$ cat src/rtl/data_memory_pkg.sv
// Shared types and constants for the parametrised data memory.
package data_memory_pkg;

    // Init sequencer states: filling the array, or open for accesses.
    typedef enum logic {
        MS_INIT,
        MS_READY
    } mem_state_t;

    // Values for the INIT_MODE parameter.
    localparam int unsigned INIT_ZERO     = 0;
    localparam int unsigned INIT_IDENTITY = 1;

endpackage

$ cat src/rtl/mem_init_seq.sv
// Init sequencer: walks the word address 0..DEPTH-1 once per pass, one word per cycle,
// presenting the fill value for each word. Busy for the whole pass.
module mem_init_seq
    import data_memory_pkg::*;
#(
    parameter int unsigned DATA_W    = 4,
    parameter int unsigned DEPTH     = 16,
    parameter int unsigned ADDR_W    = $clog2(DEPTH),
    parameter int unsigned INIT_MODE = INIT_IDENTITY
) (
    input  logic              clk,
    input  logic              rst_n,
    input  logic              start,
    output logic              init_we,
    output logic [ADDR_W-1:0] init_add,
    output logic [DATA_W-1:0] init_wd,
    output logic              busy
);

    // Counter stops here; it never passes the last valid word.
    localparam logic [ADDR_W-1:0] CntLast = ADDR_W'(DEPTH - 1);

    mem_state_t        state_q, state_d;
    logic [ADDR_W-1:0] cnt_q, cnt_d;

    // Next-state: advance through the words, restart on a start pulse in either state.
    always_comb begin
        state_d = state_q;
        cnt_d   = cnt_q;
        unique case (state_q)
            MS_INIT: begin
                if (start) begin
                    cnt_d = '0;
                end else if (cnt_q == CntLast) begin
                    state_d = MS_READY;
                    cnt_d   = '0;
                end else begin
                    cnt_d = cnt_q + ADDR_W'(1);
                end
            end
            MS_READY: begin
                if (start) begin
                    state_d = MS_INIT;
                    cnt_d   = '0;
                end
            end
        endcase
    end

    // State register; reset lands in MS_INIT so the array is always filled after reset.
    always_ff @(posedge clk or negedge rst_n) begin
        if (!rst_n) begin
            state_q <= MS_INIT;
            cnt_q   <= '0;
        end else begin
            state_q <= state_d;
            cnt_q   <= cnt_d;
        end
    end

    // Fill value: zero, or the word index truncated/extended to the word width.
    always_comb begin
        init_wd = '0;
        if (INIT_MODE == INIT_IDENTITY) begin
            init_wd = DATA_W'(cnt_q);
        end
    end

    assign busy     = (state_q == MS_INIT);
    assign init_we  = busy;
    assign init_add = cnt_q;

endmodule

$ cat src/rtl/data_memory_param.sv
// Single-port data memory with synchronous read, read-valid strobe, out-of-range error flag
// and a hardware init sequencer that owns the write port while it runs.
module data_memory_param
    import data_memory_pkg::*;
#(
    parameter int unsigned DATA_W    = 4,
    parameter int unsigned DEPTH     = 16,
    parameter int unsigned ADDR_W    = $clog2(DEPTH),
    parameter int unsigned INIT_MODE = INIT_IDENTITY
) (
    input  logic              clk,
    input  logic              rst_n,
    input  logic [ADDR_W-1:0] M_add,
    input  logic [DATA_W-1:0] M_wd,
    input  logic              M_we,
    input  logic              M_re,
    input  logic              M_init,
    output logic [DATA_W-1:0] M_rd,
    output logic              M_rvalid,
    output logic              M_busy,
    output logic              M_err
);

    logic              init_we;
    logic [ADDR_W-1:0] init_add;
    logic [DATA_W-1:0] init_wd;
    logic              busy;

    logic [DATA_W-1:0] mem_q [DEPTH];

    logic              arr_we;
    logic [ADDR_W-1:0] arr_add;
    logic [DATA_W-1:0] arr_wd;

    logic              in_range;
    logic              acc_we;
    logic              acc_re;

    logic [DATA_W-1:0] rd_q, rd_d;
    logic              rvalid_q, rvalid_d;
    logic              err_q, err_d;

    mem_init_seq #(
        .DATA_W    (DATA_W),
        .DEPTH     (DEPTH),
        .ADDR_W    (ADDR_W),
        .INIT_MODE (INIT_MODE)
    ) u_init_seq (
        .clk      (clk),
        .rst_n    (rst_n),
        .start    (M_init),
        .init_we  (init_we),
        .init_add (init_add),
        .init_wd  (init_wd),
        .busy     (busy)
    );

    // Always true when DEPTH is a power of two; only non-power-of-two depths leave a hole.
    assign in_range = (32'(M_add) < DEPTH);

    // User accesses are only taken while the sequencer is idle. An M_init pulse in the
    // ready state does not block the access of that same cycle.
    assign acc_we = M_we & ~busy;
    assign acc_re = M_re & ~busy;

    // Array write port: the sequencer has it while busy, the user otherwise.
    always_comb begin
        arr_we  = 1'b0;
        arr_add = M_add;
        arr_wd  = M_wd;
        if (busy) begin
            arr_we  = init_we;
            arr_add = init_add;
            arr_wd  = init_wd;
        end else begin
            arr_we  = acc_we & in_range;
        end
    end

    // Storage array; contents deliberately not reset, the sequencer refills it.
    always_ff @(posedge clk) begin
        if (arr_we) begin
            mem_q[arr_add] <= arr_wd;
        end
    end

    // Read/err next-state. With a single address port a same-cycle read and write always
    // hit the same word, so the read returns the write data (write-first).
    always_comb begin
        rd_d     = rd_q;
        rvalid_d = 1'b0;
        err_d    = 1'b0;
        if (acc_re) begin
            rvalid_d = 1'b1;
            if (!in_range) begin
                rd_d = '0;
            end else if (acc_we) begin
                rd_d = M_wd;
            end else begin
                rd_d = mem_q[arr_add];
            end
        end
        if ((acc_we || acc_re) && !in_range) begin
            err_d = 1'b1;
        end
    end

    // Registered read data, valid strobe and error strobe.
    always_ff @(posedge clk or negedge rst_n) begin
        if (!rst_n) begin
            rd_q     <= '0;
            rvalid_q <= 1'b0;
            err_q    <= 1'b0;
        end else begin
            rd_q     <= rd_d;
            rvalid_q <= rvalid_d;
            err_q    <= err_d;
        end
    end

    assign M_rd     = rd_q;
    assign M_rvalid = rvalid_q;
    assign M_busy   = busy;
    assign M_err    = err_q;

endmodule

$ cat config.mk
export PLATFORM = sky130hd
export DESIGN_NAME = data_memory_param
export DESIGN_NICKNAME = d
export VERILOG_FILES = /design/src/rtl/data_memory_pkg.sv /design/src/rtl/mem_init_seq.sv /design/src/rtl/data_memory_param.sv
export SDC_FILE = /design/constraint.sdc
export NUM_CORES = 1
export LEC_CHECK = 0
export ABC_CLOCK_PERIOD_IN_PS = 2280
export CAP_MARGIN = 20
export CORE_ASPECT_RATIO = 1.5
export CORE_MARGIN = 1
export CORE_UTILIZATION = 57
export CTS_BUF_LIST = sky130_fd_sc_hd__clkbuf_16
export DETAILED_ROUTE_END_ITERATION = 10
export PLACE_DENSITY_LB_ADDON = 0.15
export SYNTH_ARGS = -nofsm -noshare
export SYNTH_HDL_FRONTEND = slang
export SYNTH_HIERARCHICAL = 1
export SYNTH_SLANG_ARGS = --single-unit
$ cat constraint.sdc
create_clock -name clk -period 2.28 [get_ports clk]
set_input_delay 0.456 -clock clk [delete_from_list [all_inputs] [get_ports clk]]
set_output_delay 0.456 -clock clk [all_outputs]
set_load 0.03 [all_outputs]
==> results of run 1 <==
[synth_stat cells, types with 3 or more instances]
master,count
sky130_fd_sc_hd__o21ai_0,23
sky130_fd_sc_hd__or2_2,3
sky130_fd_sc_hd__edfxtp_1,64
sky130_fd_sc_hd__and3b_1,3
sky130_fd_sc_hd__inv_1,3
sky130_fd_sc_hd__nor2b_1,3
sky130_fd_sc_hd__nor3b_2,3
sky130_fd_sc_hd__mux2_2,5
sky130_fd_sc_hd__a2111oi_4,3
sky130_fd_sc_hd__buf_2,5
sky130_fd_sc_hd__clkbuf_1,4
sky130_fd_sc_hd__and4_1,3
sky130_fd_sc_hd__dfrtp_1,10
sky130_fd_sc_hd__o41ai_1,3
sky130_fd_sc_hd__a22o_1,4
sky130_fd_sc_hd__nand3b_1,4
sky130_fd_sc_hd__nor2_1,20
sky130_fd_sc_hd__a31oi_1,4
sky130_fd_sc_hd__o21a_1,28
sky130_fd_sc_hd__mux2i_1,4
sky130_fd_sc_hd__buf_4,6
sky130_fd_sc_hd__nand2_1,7
[power by group through the flow]
stage | registers [W] | clock network [W] | logic, W
floorplan | 0.00160 | 0 | 0.000207
global placement | 0.00158 | 0 | 0.000385
detailed placement | 0.00159 | 0 | 0.000388
CTS | 0.00156 | 0.00160 | 0.000391
global route | 0.00156 | 0.00166 | 0.000418
finish | 0.00156 | 0.00159 | 0.000392
[critical path, cell delays in order]
cell,delay (ns)
sky130_fd_sc_hd__clkdlybuf4s50_1,0.45
sky130_fd_sc_hd__buf_4,0.17
sky130_fd_sc_hd__nor3b_2,0.18
sky130_fd_sc_hd__or2_1,0.27
sky130_fd_sc_hd__buf_12,0.17
sky130_fd_sc_hd__a2111oi_4,0.35
sky130_fd_sc_hd__o221a_2,0.25
sky130_fd_sc_hd__a31oi_1,0.10
[sequential cells by signal, summed over array words and instances, names as in the netlist]
signal and flops:
u_init_seq/state_q 1, mem_q 64, M_rd 4, M_rvalid 1, u_init_seq/init_add 4
[routing by layer]
| metal | vias to the layer above | part of all wire | global-route usage |
|---|---|---|---|
| met5 | - | 0 | 0 |
| met4 | 0 | 0.051 | 0.182 |
| met3 | 37 | 0.064 | 0.0601 |
| met2 | 115 | 0.51 | 0.455 |
| met1 | 1105 | 0.38 | 0.345 |
| li1 | 1060 | - | - |
[metrics by stage]
| stage | setup slack [ns] | instance area (um^2) | cells | hold WS [ns] | TNS (ns) |
|---|---|---|---|---|---|
| floorplan | 0.215 | 3420 | 246 | 0.160 | 0 |
| global placement | -0.285 | 3870 | 355 | 0.600 | -6.09 |
| detailed placement | -0.272 | 3870 | 355 | 0.596 | -7.36 |
| CTS | 0.0469 | 4210 | 371 | 0.469 | 0 |
| global route | 0.00318 | 4220 | 371 | 0.482 | 0 |
| finish | 0.0689 | 4220 | 371 | 0.452 | 0 |
[worst paths after layout]
path,start,endpoint,depth (start not counted)
max in group asynchronous,rst_n,M_rd[1],1
min in group clk,M_rd[2],M_rd[2],2
hold / removal,rst_n,u_init_seq/init_add[2],1
setup / recovery,M_add[0],M_rd[3],8
hold reg to reg,M_rd[2],M_rd[2],2
setup reg to reg,u_init_seq/state_q,M_rd[3],7
[area by class of cell]
class,instances,area [um^2]
Clock buffer,9,225
Clock inverter,7,116
Fill cell,388,1570
Inverter,4,15.0
Multi-Input combinational cell,151,1130
Sequential cell,74,2170
Tap cell,72,90.1
Timing Repair Buffer,54,465
[logic make-up after synthesis]
kind of cell	count (synthesis)
AO/OA/AOI/OAI	85
flip-flops	74
AND/OR/NAND/NOR	54
buffers and inverters	21
multiplexers	9
adder cells (fa/ha/maj)	1
other	1
XOR/XNOR	1
[what timing repair did]
| action | CTS | global route |
|---|---|---|
| setup endpoints to repair | 0 | 13 |
| hold buffers | 0 | 0 |
| buffers inserted | 0 | 0 |
| gates resized for setup | 0 | 3 |
| endpoints found under the hold margin | 0 | 0 |
==> impl_metrics.prom, run 1 <==
# TYPE chip_impl_metric gauge
chip_impl_metric{name="grt_first_pass_wirelength",unit="um"} 12600
chip_impl_metric{name="dp_hpwl",unit="um"} 5610
chip_impl_metric{name="drt_wl_total",unit="um"} 8120
chip_impl_metric{name="clock-skew-final",unit="ns"} 0.00687
chip_impl_metric{name="via_count",unit=""} 2317
chip_impl_metric{name="drt-initial-drc-count",unit=""} 215
chip_impl_metric{name="io_buffer_count",unit=""} 18
chip_impl_metric{name="reg2reg_setup_slack",unit="ns"} 0.18
chip_impl_info{name="critical_path_class",value="input pin to flop"} 1
chip_impl_metric{name="yosys.area.top_type_share",unit=""} 0.561
chip_impl_metric{name="antenna-diode-count",unit=""} 0
chip_impl_metric{name="drt-pass1-iter-count",unit=""} 4
chip_impl_metric{name="post_drt_wl_per_cell",unit="um"} 21.9
chip_impl_metric{name="pwr-share-clk",unit=""} 0.450
chip_impl_metric{name="overflow",unit=""} 0
chip_impl_info{name="cts_tree",value="yes"} 1
chip_impl_info{name="rsz0062_at_grt",value="false"} 1
chip_impl_metric{name="number_of_warnings_printed_during_yosys_synthesis",unit=""} 6
chip_impl_metric{name="floorplan.core_area",unit="mm^2"} 0.00579
chip_impl_metric{name="seq_power_share",unit=""} 0.440
chip_impl_metric{name="synth.mux.area_fraction",unit=""} 0.0281
chip_impl_metric{name="synthToLayoutAreaGrowth",unit="%"} 23.1
chip_impl_metric{name="synth_enable_flop_cells",unit=""} 64
chip_impl_metric{name="dieWidth",unit="um"} 65.3
chip_impl_metric{name="crit_required",unit="ns"} 2.47
chip_impl_metric{name="power.switching",unit="W"} 0.000772
chip_impl_info{name="ys.flop_type",value="sky130_fd_sc_hd__edfxtp_1"} 1
chip_impl_metric{name="layout-drive-gt1-share",unit=""} 0.254
chip_impl_info{name="most-common-layout-cells",value="64 x sky130_fd_sc_hd__edfxtp_1, 35 x sky130_fd_sc_hd__buf_4, 28 x sky130_fd_sc_hd__o21a_1, 23 x sky130_fd_sc_hd__o21ai_0, 20 x sky130_fd_sc_hd__nor2_1"} 1
chip_impl_metric{name="fin_crit",unit="ns"} 2.21
chip_impl_metric{name="fraction_of_the_mapped_netlist_area_in_compound_gates",unit=""} 0.202
chip_impl_metric{name="synth.ff_latch_count",unit=""} 74
chip_impl_metric{name="power_switching_share",unit=""} 0.218
chip_impl_metric{name="dieArea",unit="mm^2"} 0.00633
chip_impl_info{name="hold_class",value="input pin to async pin"} 1
chip_impl_metric{name="power.internal",unit="W"} 0.00277
chip_impl_metric{name="die_h",unit="um"} 96.9
chip_impl_metric{name="setup_viol",unit=""} 0
chip_impl_metric{name="utilization",unit=""} 0.729
chip_impl_metric{name="insertion_delay",unit="ns"} 0.33
chip_impl_metric{name="synth-xor-area-share",unit=""} 0.00256
chip_impl_metric{name="worstPathMaxFanout",unit=""} 8
chip_impl_metric{name="ir_drop",unit="uV"} 992
chip_impl_metric{name="ctsHtreeMaxLevel",unit=""} 3
chip_impl_info{name="setup.worst_path.start_class",value="input pin"} 1
chip_impl_info{name="main_combinational_cell_family_by_area_after_synthesis",value="compound AO/OA/AOI/OAI gates"} 1
chip_impl_metric{name="design.portCount",unit=""} 20
chip_impl_metric{name="synthArstFlopShare",unit=""} 0.135
chip_impl_metric{name="clock_sinks",unit=""} 74
chip_impl_metric{name="period_share",unit=""} 0.970
chip_impl_info{name="synth.top_cells.by_area",value="sky130_fd_sc_hd__edfxtp_1 56%, sky130_fd_sc_hd__dfrtp_1 7.3%, sky130_fd_sc_hd__o21a_1 6.1%, sky130_fd_sc_hd__o21ai_0 3.4%, sky130_fd_sc_hd__a2111oi_4 2.4%"} 1
chip_impl_metric{name="slew_headroom",unit=""} 0.408
chip_impl_metric{name="initial_core_util",unit=""} 0.592
chip_impl_metric{name="cts_made_buffers",unit=""} 9
chip_impl_metric{name="per_instance_average_area_after_synthesis",unit="um^2"} 13.9
chip_impl_metric{name="syn_area",unit="mm^2"} 0.00342
chip_impl_metric{name="pin_count_of_the_biggest_net_entering_global_routing",unit=""} 18
chip_impl_metric{name="route.detailed.drc",unit=""} 0
chip_impl_metric{name="synth_fp_nets",unit=""} 260
chip_impl_metric{name="final_nets",unit=""} 308
chip_impl_metric{name="timing_max_transition_violations_final",unit=""} 0
chip_impl_metric{name="grt_antenna_before_repair",unit=""} 0
chip_impl_metric{name="timing.max_cap.violations",unit=""} 0
chip_impl_metric{name="final_hold_vios",unit=""} 0
chip_impl_metric{name="final_antenna_net_count",unit=""} 0
chip_impl_metric{name="ys_seq_area_frac",unit=""} 0.635
chip_impl_metric{name="total_global_routing_track_utilization",unit=""} 0.286
chip_impl_metric{name="synth.lib_cells_used.distinct",unit=""} 47
chip_impl_metric{name="register_clock_pin_slew_on_the_reported_worst_setup_and_hold_paths",unit="ns"} 0.06
chip_impl_info{name="cts_root_buf",value="sky130_fd_sc_hd__clkbuf_16"} 1
chip_impl_metric{name="synth-simple-area-share",unit=""} 0.0925
chip_impl_info{name="outcome",value="complete, no violations"} 1
chip_impl_metric{name="static_leakage_power",unit="nW"} 1.51
chip_impl_info{name="yosysTopAreaCell",value="sky130_fd_sc_hd__edfxtp_1"} 1
chip_impl_metric{name="share_comb_of_total_power",unit=""} 0.111
chip_impl_info{name="most_common_cell_after_layout_fill_and_taps_aside",value="sky130_fd_sc_hd__edfxtp_1"} 1
chip_impl_metric{name="post_drt_via_cell_ratio",unit=""} 6.25
chip_impl_metric{name="postSynthCellCount",unit=""} 246
chip_impl_info{name="crit_path_end_kind",value="flop"} 1
chip_impl_metric{name="p_total",unit="W"} 0.00354
chip_impl_metric{name="max_freq",unit="GHz"} 0.452
chip_impl_metric{name="max-clock-path-buffers",unit=""} 2
chip_impl_metric{name="synth_adder_area_share",unit=""} 0.00365
chip_impl_metric{name="rows",unit=""} 34
chip_impl_metric{name="cp_data_arrival_time",unit="ns"} 2.40
chip_impl_metric{name="powerDensity",unit="mW/mm^2"} 841
chip_impl_metric{name="worstMarginPinSlew",unit="ns"} 0.888
chip_impl_metric{name="finalWeightedCongestion",unit=""} 0.891
chip_impl_metric{name="number_of_global_route_vias_before_repair",unit=""} 2355
Note: power is estimated with default switching activity, not from simulation.
==> run 2: changes to the inputs <==
- CORE_MARGIN: 1 -> unset
- SLEW_MARGIN: unset -> 20
==> results of run 2 <==
Same layout as run 1: the final DEF is identical, and so are final timing and power.
==> variant 1, RTL diff (flow settings as in run 1) <==
Register the output `M_rvalid` once more, cleared by the reset; this adds one clock of latency there. The other outputs are not delayed to match.
--- a/src/rtl/data_memory_param.sv
+++ b/src/rtl/data_memory_param.sv
@@ -121,3 +121,9 @@
     assign M_rd     = rd_q;
-    assign M_rvalid = rvalid_q;
+    always_ff @(posedge clk or negedge rst_n) begin
+        if (!rst_n) begin
+            M_rvalid <= '0;
+        end else begin
+            M_rvalid <= rvalid_q;
+        end
+    end
     assign M_busy   = busy;
Formal check against the unedited RTL: same outputs for any inputs over 10 cycles, from zero or initial values and one cycle with rst_n low; that may be too few to reach the edited logic, so the function may still have changed.
==> variant 1 against run 1 <==
Cell area up 1.9%; power up 2.3%; wire length grew 6.1%; non-clock buffer count up 6; synthesized area grew 0.73%; register-to-register slack got worse by 60 ps; combinational power increased by 4%; critical path depth up 1; sequential cell count is 1 higher; setup slack lost 28 ps; global-route usage grew 1.1 points; via count up 1.7%.
==> variant 1: results (changes against run 1) <==
* Routed via count: 2,356 (was 2,317)
- Number of global-route vias before repair: 2,468 (was 2,355)
- Synth Net Count: 261 (was 260)
- Met2 Wirelength: 4540 µm (was 4100 µm)
- Result of the run: finished, final reports clean (unchanged)
* Global placer's final weighted congestion: 0.896 (was 0.891)
- The met1 routed wirelength after detailed routing is 3200 µm (was 3080 µm).
- Wire length of the first global-routing pass: 13,200 µm (was 12,600 µm)
- Synth area leaders: edfxtp_1 56%, dfrtp_1 8.0%, o21a_1 6.1% (was edfxtp_1 56%, dfrtp_1 7.3%, o21a_1 6.1%)
- Class of the tightest hold or removal check: reg2reg (was in2async)
- The number of nets in the layout is 315 (was 308).
* Count of routing violations after the opening detailed-route iteration: 211 (was 215)
* Worst setup skew after layout: 3.99 ps (was 6.87 ps)
- Leakage component of the power: 1.57 nW (was 1.51 nW)
- The total wire length after detailed routing came to 8610 µm (was 8120 µm).
- The fraction of the yosys area taken by sequential cells came to 63.7% (was 63.5%).
- The met3 wire length came to 564 µm (was 516 µm).
- The delay of the slowest critical-path stage is 550 ps (was 450 ps).
* Master of the slowest instance on the critical path: clkdlybuf4s50_1 (unchanged)
- The register-to-register setup slack is 120 ps (was 180 ps).
- The non-filler instance count after layout came to 378 (was 371).
* Post-placement cell count: 362 (was 355)
* Crit path arrival time: 2440 ps (was 2400 ps)
- The mean area per synthesized cell came to 14.0 µm² (was 13.9 µm²).
- Share of flip-flops with an asynchronous set or reset after synthesis: 14.7% (was 13.5%)
- Placed wire-length estimate after detailed placement: 5750 µm (was 5610 µm)
- Maximum fanout count along the critical path: 12 (was 8)
- The number of antenna violations at the first check in global routing was 0 (unchanged).
* Net load switching power: 0.814 mW (was 0.772 mW)
- The worst voltage drop across the vdd grid is 672 µV (was 992 µV).
- Post-synth top cells: 64 x edfxtp_1, 28 x o21a_1, 23 x o21ai_0 (unchanged)
- Share of layout cells above drive strength 1: 26.8% (was 25.4%)
- Total routing usage reported by global routing: 29.7% (was 28.6%)
- RR Startpoint: u_init_seq/state_q (unchanged)
* Dominant register cell in the synthesized netlist: edfxtp_1 (unchanged)
[variant 1: final cells by class]
cell class                      instances  area (µm²)
Multi-Input combinational cell        151        1140
Inverter                                4        15.0
Clock buffer                            9         225
Timing Repair Buffer                   60         509
Fill cell                             396        1530
Sequential cell                        75        2200
Clock inverter                          7         123
Tap cell                               72        90.1
[variant 1: worst max-delay path by stage]
stage / slack [ps] / cells past startpoint / startpoint / to
2_1_floorplan: 210 / 7 / u_init_seq/state_q / mem_q[6][0]
3_3_place_gp: -240 / 9 / M_add[0] / M_rd[3]
3_5_place_dp: -270 / 9 / M_add[0] / M_rd[3]
4_1_cts: 40 / 9 / M_add[0] / M_rd[3]
5_1_grt: -30 / 9 / M_add[0] / M_rd[3]
6_report: 40 / 9 / M_add[0] / M_rd[3]
[variant 1: power groups by stage]
stage               clock network [mW]  logic (mW)  registers (mW)
detailed placement                   0       0.404            1.60
finish                            1.64       0.408            1.58
global route                      1.71       0.438            1.58
floorplan                            0       0.207            1.62
CTS                               1.66       0.409            1.58
global placement                     0       0.396            1.60
[variant 1: metal layers]
| metal | track usage (%) | up-vias |
|---|---|---|
| li1 | - | 1071 |
| met3 | 7.04 | 25 |
| met4 | 17.6 | 0 |
| met2 | 48.5 | 106 |
| met5 | 0 | - |
| met1 | 34.8 | 1154 |
[variant 1: through the flow]
| step | setup TNS (ps) | setup slack [ps] | instance area [µm²] | hold WS [ps] | utilization (%) |
|---|---|---|---|---|---|
| 6_report | 0 | 41.0 | 4300 | 368 | 73.7 |
| 4_1_cts | 0 | 35.3 | 4290 | 368 | 73.5 |
| 3_3_place_gp | -7260 | -244 | 3940 | 337 | 67.6 |
| 5_1_grt | -32.5 | -32.5 | 4300 | 374 | 73.7 |
| 2_1_floorplan | 0 | 215 | 3450 | 160 | - |
| 3_5_place_dp | -8690 | -269 | 3940 | 350 | 67.6 |
[variant 1: kinds of logic (layout without fill, tap and decap cells)]
kind of cell | after synthesis | in the layout | share of synthesized area [%]
DFF | 75 | 75 | 63.7
xor gates and xnor gates | 1 | 1 | 0.254
and+or+nand+nor | 54 | 54 | 9.18
buffers and inverters | 21 | 80 | 3.56
muxes | 9 | 9 | 2.79
AOI/OAI and AO/OA | 85 | 85 | 20.0
other | 1 | 1 | 0.109
adders and majority gates | 1 | 1 | 0.363
[variant 1: worst register-to-register path, delay by kind of cell, from the launching register on]
kind / cells / cell delay [ps]
compound gates: 4 / 840
simple gates: 1 / 80
buf+inv: 4 / 720
flops: 1 / 390
[variant 1: timing repair]
action	CTS	global route
hold buffers	0	0
resized for setup	1	3
setup endpoints to repair	1	10
==> variant 2, RTL diff (settings of run 1) <==
Without the edit above. `DEPTH` is set to 16 in 2 places; all go to 32.
--- a/src/rtl/mem_init_seq.sv
+++ b/src/rtl/mem_init_seq.sv
@@ -6,3 +6,3 @@
     parameter int unsigned DATA_W    = 4,
-    parameter int unsigned DEPTH     = 16,
+    parameter int unsigned DEPTH     = 32,
     parameter int unsigned ADDR_W    = $clog2(DEPTH),
--- a/src/rtl/data_memory_param.sv
+++ b/src/rtl/data_memory_param.sv
@@ -6,3 +6,3 @@
     parameter int unsigned DATA_W    = 4,
-    parameter int unsigned DEPTH     = 16,
+    parameter int unsigned DEPTH     = 32,
     parameter int unsigned ADDR_W    = $clog2(DEPTH),
Ports: changed (resized M_add); port bits go from 20 to 21. No check against the original RTL was run, so the function may have changed too.
==> variant 2 against run 1 <==
The run now ends with negative setup slack left; synthesized area increased by 74%; power rose by 82%; setup slack got worse by 82 ps; highest routed layer unchanged; cell area up 80%; largest power group unchanged; clock skew decreased by 1.6 ps; cell count up 65%; sequential share of layout area rose by 2.9 points; first-iteration DRC count grew 46%; register-to-register slack got worse by 190 ps; sequential cell count increased by 65; critical path depth is 2 higher; largest cell class unchanged; critical endpoint is now M_rd[2]; wire length grew 78%.
==> variant 2: results (changes against run 1) <==
- Synth area leaders: edfxtp_1 65%, dfrtp_1 4.6%, a22oi_1 4.3% (was edfxtp_1 56%, dfrtp_1 7.3%, o21a_1 6.1%).
- Worst vdd rail ir drop: 964 µV (was 992 µV)
* Sum Neg Setup Slack: -12.8 ps (was 0 ps)
- The number of flops mapped to enable cells by yosys was 128 (was 64).
- The endpoint of the worst setup timing path is M_rd[2] (was M_rd[3]).
- The count of final setup violators was 1 (was 0).
* Final non-filler cell total: 611 (was 371)
- The number of distinct library cells after synthesis came to 54 (was 47).
* Number of global-route vias before repair: 3,971 (was 2,355)
- NumNets Final: 497 (was 308)
* Max FFs per register: 128 (was 64)
* Worst reg-to-reg path cell count: 10 (was 7)
- The fraction of synthesis flops using an asynchronous set or reset pin is 7.91% (was 13.5%).
* Total routing usage reported by global routing: 28.2% (was 28.6%)
* Worst setup skew after layout: 5.26 ps (was 6.87 ps)
- Count of H-tree levels built during CTS: 4 (was 3)
* Leakage component of the power: 2.70 nW (was 1.51 nW)
* Routed metal-1 wirelength: 5400 µm (was 3080 µm)
- Crit path arrival time: 2590 ps (was 2400 ps)
* Master of the slowest instance on the critical path: dfrtp_1 (was clkdlybuf4s50_1)
- The met1 track demand over resource in global routing came to 32.5% (was 34.5%).
- The amount of wire on met2 after detailed routing came to 7480 µm (was 4100 µm).
- Result of the run: finished, violations left (was finished, final reports clean).
* Global placer's final weighted congestion: 0.879 (was 0.891)
- Critical path's largest stage delay: 390 ps (was 450 ps)
- The post-route worst setup slack came to -12.8 ps (was 68.9 ps).
- The global-route track usage on met2 is 48.0% (was 45.5%).
- The met3 wire length is 840 µm (was 516 µm).
- Largest net degree at the start of global routing: 34 (was 18)
- The number of filler instances in the final layout is 641 (was 388).
* Post-placement cell count: 576 (was 355)
* Total cell area at the placement stage: 6740 µm² (was 3870 µm²)
- The count of port buffers added during placement is 19 (was 18).
- The beginning of the critical path is u_init_seq/state_q (was M_add[0]).
* Wire length of the first global-routing pass: 21,600 µm (was 12,600 µm)
- Synth Area in XOR/XNOR: 0% (was 0.256%)
- Failing checks: negative setup slack
* Share of layout cells above drive strength 1: 32.4% (was 25.4%)
* Iteration count of the initial detailed-routing pass: 5 (was 4)
- Number of setup buffers added after CTS: 2 (was 0)
* Wire length per cell after detailed routing: 23.6 µm (was 21.9 µm)
- The total of cells resized after clock tree synthesis was 19 (was 0).
- Synth Net Count: 403 (was 260)
* Area fraction in compound gates after synthesis: 11.5% (was 20.2%)
variant 2: cell types whose count changed after synthesis, sizes merged, moves of 6 or more:
cell	before	now
o21a	28	0
o21ai	23	4
a22oi	2	34
nor2b	4	11
edfxtp	64	128
buf	13	19
mux4	0	10
nor2	20	49
a21oi	2	25
variant 2: cell type report:
| class | count | area [µm²] | area share (%) |
|---|---|---|---|
| clock inverters | 15 | 206 | 2.73 |
| clock buffers | 17 | 425 | 5.62 |
| well taps | 117 | 146 | 1.93 |
| repair buffers | 98 | 852 | 11.3 |
| multi-input cells | 219 | 1790 | 23.7 |
| inverters | 6 | 26.3 | 0.347 |
| flip-flops and latches | 139 | 4120 | 54.4 |
variant 2: power breakdown:
part	switching, mW	internal, mW	leakage [nW]
Clock	1.01	1.92	0.312
Sequential	0.0270	2.85	1.33
Combinational	0.350	0.279	1.06
Total	1.39	5.04	2.70
